[src/rtl/mips_cpu_bus_arbiter.sv]
// mips_cpu_bus_arbiter
// Shares one Avalon-MM master port between the instruction-fetch requester and the
// load/store requester. One transaction at a time: IDLE (grant + latch), ISSUE (drive the
// bus, absorb waitrequest), RESP (one-cycle done pulse, read data returned).
// Ties are broken round-robin against the previous grant.
//
// Ports:
//   clk, reset (async, active-low)
//   fetch_req/fetch_addr           -> fetch_done/fetch_rdata
//   data_req/data_we/data_addr/data_wdata/data_byteenable -> data_done/data_rdata
//   busy                           high whenever not idle
//   address/read/write/writedata/byteenable/waitrequest/readdata  Avalon master side
module mips_cpu_bus_arbiter (
  input  logic        clk,
  input  logic        reset,
  input  logic        fetch_req,
  input  logic [31:0] fetch_addr,
  output logic        fetch_done,
  output logic [31:0] fetch_rdata,
  input  logic        data_req,
  input  logic        data_we,
  input  logic [31:0] data_addr,
  input  logic [31:0] data_wdata,
  input  logic [3:0]  data_byteenable,
  output logic        data_done,
  output logic [31:0] data_rdata,
  output logic        busy,
  output logic [31:0] address,
  output logic        read,
  output logic        write,
  input  logic        waitrequest,
  output logic [31:0] writedata,
  output logic [3:0]  byteenable,
  input  logic [31:0] readdata
);

  typedef enum logic [1:0] {StIdle, StIssue, StResp} state_e;

  state_e      state_q, state_d;
  logic        grant_data_q, grant_data_d;  // owner of the current transaction, 1 = data
  logic        last_data_q, last_data_d;    // winner of the previous grant, 1 = data
  logic        we_q, we_d;
  logic [29:0] addr_q, addr_d;              // word address; byte offset is always dropped
  logic [31:0] wdata_q, wdata_d;
  logic [3:0]  be_q, be_d;
  logic [31:0] fetch_hold_q, fetch_hold_d;
  logic [31:0] data_hold_q, data_hold_d;
  logic        pick_data;

  // On a tie the requester that lost last time wins.
  always_comb begin
    if (fetch_req && data_req) begin
      pick_data = ~last_data_q;
    end else begin
      pick_data = data_req;
    end
  end

  always_comb begin
    state_d      = state_q;
    grant_data_d = grant_data_q;
    last_data_d  = last_data_q;
    we_d         = we_q;
    addr_d       = addr_q;
    wdata_d      = wdata_q;
    be_d         = be_q;
    fetch_hold_d = fetch_hold_q;
    data_hold_d  = data_hold_q;
    fetch_done   = 1'b0;
    data_done    = 1'b0;
    fetch_rdata  = fetch_hold_q;
    data_rdata   = data_hold_q;
    address      = '0;
    read         = 1'b0;
    write        = 1'b0;
    writedata    = '0;
    byteenable   = '0;

    unique case (state_q)
      StIdle: begin
        if (fetch_req || data_req) begin
          state_d      = StIssue;
          grant_data_d = pick_data;
          last_data_d  = pick_data;
          if (pick_data) begin
            we_d    = data_we;
            addr_d  = data_addr[31:2];
            wdata_d = data_wdata;
            be_d    = data_byteenable;
          end else begin
            we_d    = 1'b0;
            addr_d  = fetch_addr[31:2];
            wdata_d = '0;
            be_d    = 4'hF;
          end
        end
      end
      StIssue: begin
        address    = {addr_q, 2'b00};
        read       = ~we_q;
        write      = we_q;
        writedata  = we_q ? wdata_q : '0;
        byteenable = be_q;
        if (!waitrequest) begin
          state_d = StResp;
        end
      end
      StResp: begin
        state_d    = StIdle;
        fetch_done = ~grant_data_q;
        data_done  = grant_data_q;
        // Read data goes straight through this cycle and is kept for later cycles.
        if (!we_q) begin
          if (grant_data_q) begin
            data_rdata  = readdata;
            data_hold_d = readdata;
          end else begin
            fetch_rdata  = readdata;
            fetch_hold_d = readdata;
          end
        end
      end
      default: state_d = StIdle;
    endcase
  end

  assign busy = (state_q != StIdle);

  always_ff @(posedge clk or negedge reset) begin
    if (!reset) begin
      state_q      <= StIdle;
      grant_data_q <= 1'b0;
      last_data_q  <= 1'b1;  // fetch wins the first tie
      we_q         <= 1'b0;
      addr_q       <= '0;
      wdata_q      <= '0;
      be_q         <= '0;
      fetch_hold_q <= '0;
      data_hold_q  <= '0;
    end else begin
      state_q      <= state_d;
      grant_data_q <= grant_data_d;
      last_data_q  <= last_data_d;
      we_q         <= we_d;
      addr_q       <= addr_d;
      wdata_q      <= wdata_d;
      be_q         <= be_d;
      fetch_hold_q <= fetch_hold_d;
      data_hold_q  <= data_hold_d;
    end
  end

endmodule

[config.mk]
export PLATFORM = sky130hd
export DESIGN_NAME = mips_cpu_bus_arbiter
export DESIGN_NICKNAME = d
export VERILOG_FILES = /design/src/rtl/mips_cpu_bus_arbiter.sv
export SDC_FILE = /design/constraint.sdc
export NUM_CORES = 1
export LEC_CHECK = 0
export CELL_PAD_IN_SITES_DETAIL_PLACEMENT = 1
export CELL_PAD_IN_SITES_GLOBAL_PLACEMENT = 1
export CORE_ASPECT_RATIO = 0.7
export CORE_UTILIZATION = 32
export CTS_CLUSTER_SIZE = 16
export DETAILED_ROUTE_END_ITERATION = 8
export GPL_ROUTABILITY_DRIVEN = 1
export MAX_ROUTING_LAYER = met4
export PLACE_DENSITY = 0.87
export SYNTH_ARGS = -nofsm -noshare
export SYNTH_HDL_FRONTEND = slang
export SYNTH_SLANG_ARGS = --single-unit
[constraint.sdc]
create_clock -name clk -period 2.4 [get_ports clk]
set_clock_uncertainty 0.2 [all_clocks]
set_input_delay 0.24 -clock clk [delete_from_list [all_inputs] [get_ports clk]]
set_output_delay 0.24 -clock clk [all_outputs]
set_load 0.005 [all_outputs]
==> impl_metrics.ini <==
[sta]
rsz0062_at_grt = true
setup_viol = 48
report.final.slew_viol_count = 0
setup_slack_ns = -0.1344
finalSetupTns_ns = -4.585
hold_viol = 0
hold-worst-slack_ns = 0.1359
final.period_utilization_pct = 105.6
fin_crit_ns = 2.534
timing.fmax_ghz = 0.3946

[detailed_routing]
via_count = 4836
vias_per_cell = 4.769
drc = 0
firstDrtPassIters = 4
wl_per_cell_um = 22.15
ant_nets = 0
drt_iter0_markers = 221
routed_wirelength_mm = 22.46

[hold_path]
hold_path.class = input port to asynchronous set/reset pin

[yosys]
synth_cell_type_count = 25
synth_edf_count = 0
synthTopCellsByCount = 134 x dfrtp_1, 120 x mux2_2, 35 x and2_1
yosysSeqAreaShare_pct = 57.74
synth_area_leaders = dfrtp_1 57%, mux2_2 23%, a22o_1 4.9%
synth_most_common_cell = dfrtp_1
ys_async_sr_fraction_pct = 100.0
netlist_area_sq_um = 5853
synth_top_area_share_pct = 57.29
synthFlopType = dfrtp_1
avgSynthCellArea_sq_um = 14.04
syn_inst = 417
yosysWarnings = 0
synth_area_leader_cell = dfrtp_1
synth-seq-cells = 135

[grt]
grtUsageTotal_pct = 25.11
antenna_found_initial = 1
grt_pass1_vias = 5683
grt_overflow_total = 0
grt_max_degree = 49
grt_pass1_wl_mm = 34.00

[floorplan]
core_area_sq_um = 17520
io_pins = 275
dieArea_sq_um = 18840
placement_rows = 40
start_util_pct = 33.41
fp.dieH_um = 115.2
die_w_um = 163.6

[placement]
io_buffers = 268
gp_congestion = 0.8021
dp_hpwl_mm = 13.36
dp.cells = 900

[final_layout]
drive_gt1_share_pct = 42.97
nFillCells = 1664
area.growth.synth_to_final_pct = 82.96
final_cell_count_no_fill = 1014
fin_util_pct = 61.14
fin_nets = 907

[setup_path]
crit_path_end = data_rdata[9]
r2r_cells = 5
r2r-start = state_q[1]
required_ns = 1.96
critPathMaxFanout = 5
rrSetupSlack_ns = 0.29
cp-startpoint = state_q[0]
crit_path_end_kind = output port
cp-start-kind = flip-flop
cp.arrival_ns = 2.09
worstSetupPathType = flip-flop to output port
timing.rr.end = addr_q[23]

[pwr]
p_int_w = 0.009242
pwr_density_cell_nw_per_um2 = 1256
leakage_nw = 5.267
seq_power_share_pct = 29.5
combPwrFrac_pct = 51.2
p_clk_share_pct = 19.4
switching_share_pct = 31.26
p_sw_w = 0.004203
peakVddDrop_mv = 0.6320

[clock_network]
cts.sinks = 135
cts.htree.levels = 4
clk_pin_slew_ns = 0.07
clk_latency_ns = 0.41
cts_buffers = 17
cts_tree = built
root_buffer = clkbuf_16
clock_path_buffers = 2

[flow_run]
drv_cap = 0

[run_status]
status = complete, but fails checks
violations = setup timing
## per-stage QoR
stage / setup WS [ns] / power, W / cell area (sq um)
2_1_floorplan: 0.4999 / 0.006181 / 5857
3_3_place_gp: 0.02424 / 0.008946 / 8865
3_5_place_dp: -0.02195 / 0.009231 / 8865
4_1_cts: -0.1761 / 0.01305 / 10480
5_1_grt: -0.2325 / 0.01416 / 10710
6_report: -0.1344 / 0.01345 / 10710
## power by group through the flow
stage	registers (W)	logic, W	clock network (W)
2_1_floorplan	0.00371	0.00247	0
3_3_place_gp	0.00382	0.00512	0
3_5_place_dp	0.00392	0.00531	0
4_1_cts	0.00392	0.00647	0.00266
5_1_grt	0.00408	0.00732	0.00276
6_report	0.00396	0.00688	0.00261
## routing by layer
metal / routed length [um] / GRT usage, % / part of all wire, %
met1: 9235 / 29.70 / 41
met2: 11300 / 41.72 / 50
met3: 1373 / 6.313 / 6.1
met4: 554 / 8.642 / 2.5
met5: 0 / - / 0
## what timing repair did
item | CTS | global route
resized for setup | 478 | 55
buffers inserted | 53 | 24
endpoints found under the hold margin | 93 | 0
cloned | 7 | 1
pin swaps | 2 | 1
hold buffers | 1 | 0
setup endpoints to repair | 132 | 82
## worst min-delay path by stage
stage               startpoint         end  depth (start not counted)
finish                   reset  addr_q[17]                          2
global route             reset  addr_q[17]                          2
floorplan                reset   addr_q[0]                          0
CTS                      reset  addr_q[17]                          2
global placement         reset  addr_q[16]                          1
detailed placement       reset  addr_q[17]                          1
## cell type report
cell class | instances | area, sq um | area share [%]
Sequential cell | 135 | 3379 | 31.56
Antenna cell | 1 | 2.502 | 0.02337
Timing Repair Buffer | 367 | 3906 | 36.48
Clock buffer | 17 | 425.4 | 3.972
Clock inverter | 15 | 160.2 | 1.496
Tap cell | 231 | 289.0 | 2.699
Multi-Input combinational cell | 248 | 2546 | 23.78
## sequential cells by signal (all words and copies together), names as in the netlist
signal	cells
grant_data_q	1
addr_q	30
state_q	2
be_q	4
fetch_hold_q	32
data_hold_q	32
last_data_q	1
wdata_q	32
we_q	1
## worst max-delay path, stage by stage, from the launching register on
cell	delay [ns]
dfrtp_1	0.40
and3b_2	0.26
nor2b_4	0.17
buf_6	0.15
buf_16	0.14
buf_8	0.12
mux2_4	0.32
buf_6	0.12
## cells in the final DEF, fill, tap and decap left out, types with 7 or more instances in the layout
cell type,synthesis,final
a22o_1,33,33
and2_1,35,33
and3_1,32,31
buf_12,0,13
buf_4,10,51
buf_6,4,85
clkbuf_16,0,18
clkdlybuf4s15_1,0,22
clkdlybuf4s50_1,0,134
dfrtp_1,134,134
dlygate4sd2_1,0,27
dlymetal6s2s_1,0,15
inv_6,0,7
mux2_2,120,60
mux2_4,0,64
## kinds of logic (layout without fill, tap and decap cells)
| kind of cell | after synthesis | count (layout) | synth area share (%) |
|---|---|---|---|
| flip-flops | 135 | 135 | 57.74 |
| buffers and inverters | 35 | 399 | 3.591 |
| other | 1 | 3 | 0.06407 |
| AO/OA/AOI/OAI | 40 | 40 | 5.964 |
| multiplexers | 124 | 124 | 23.86 |
| AND/OR/NAND/NOR | 82 | 82 | 8.786 |
(Power assumes the default switching activity.)
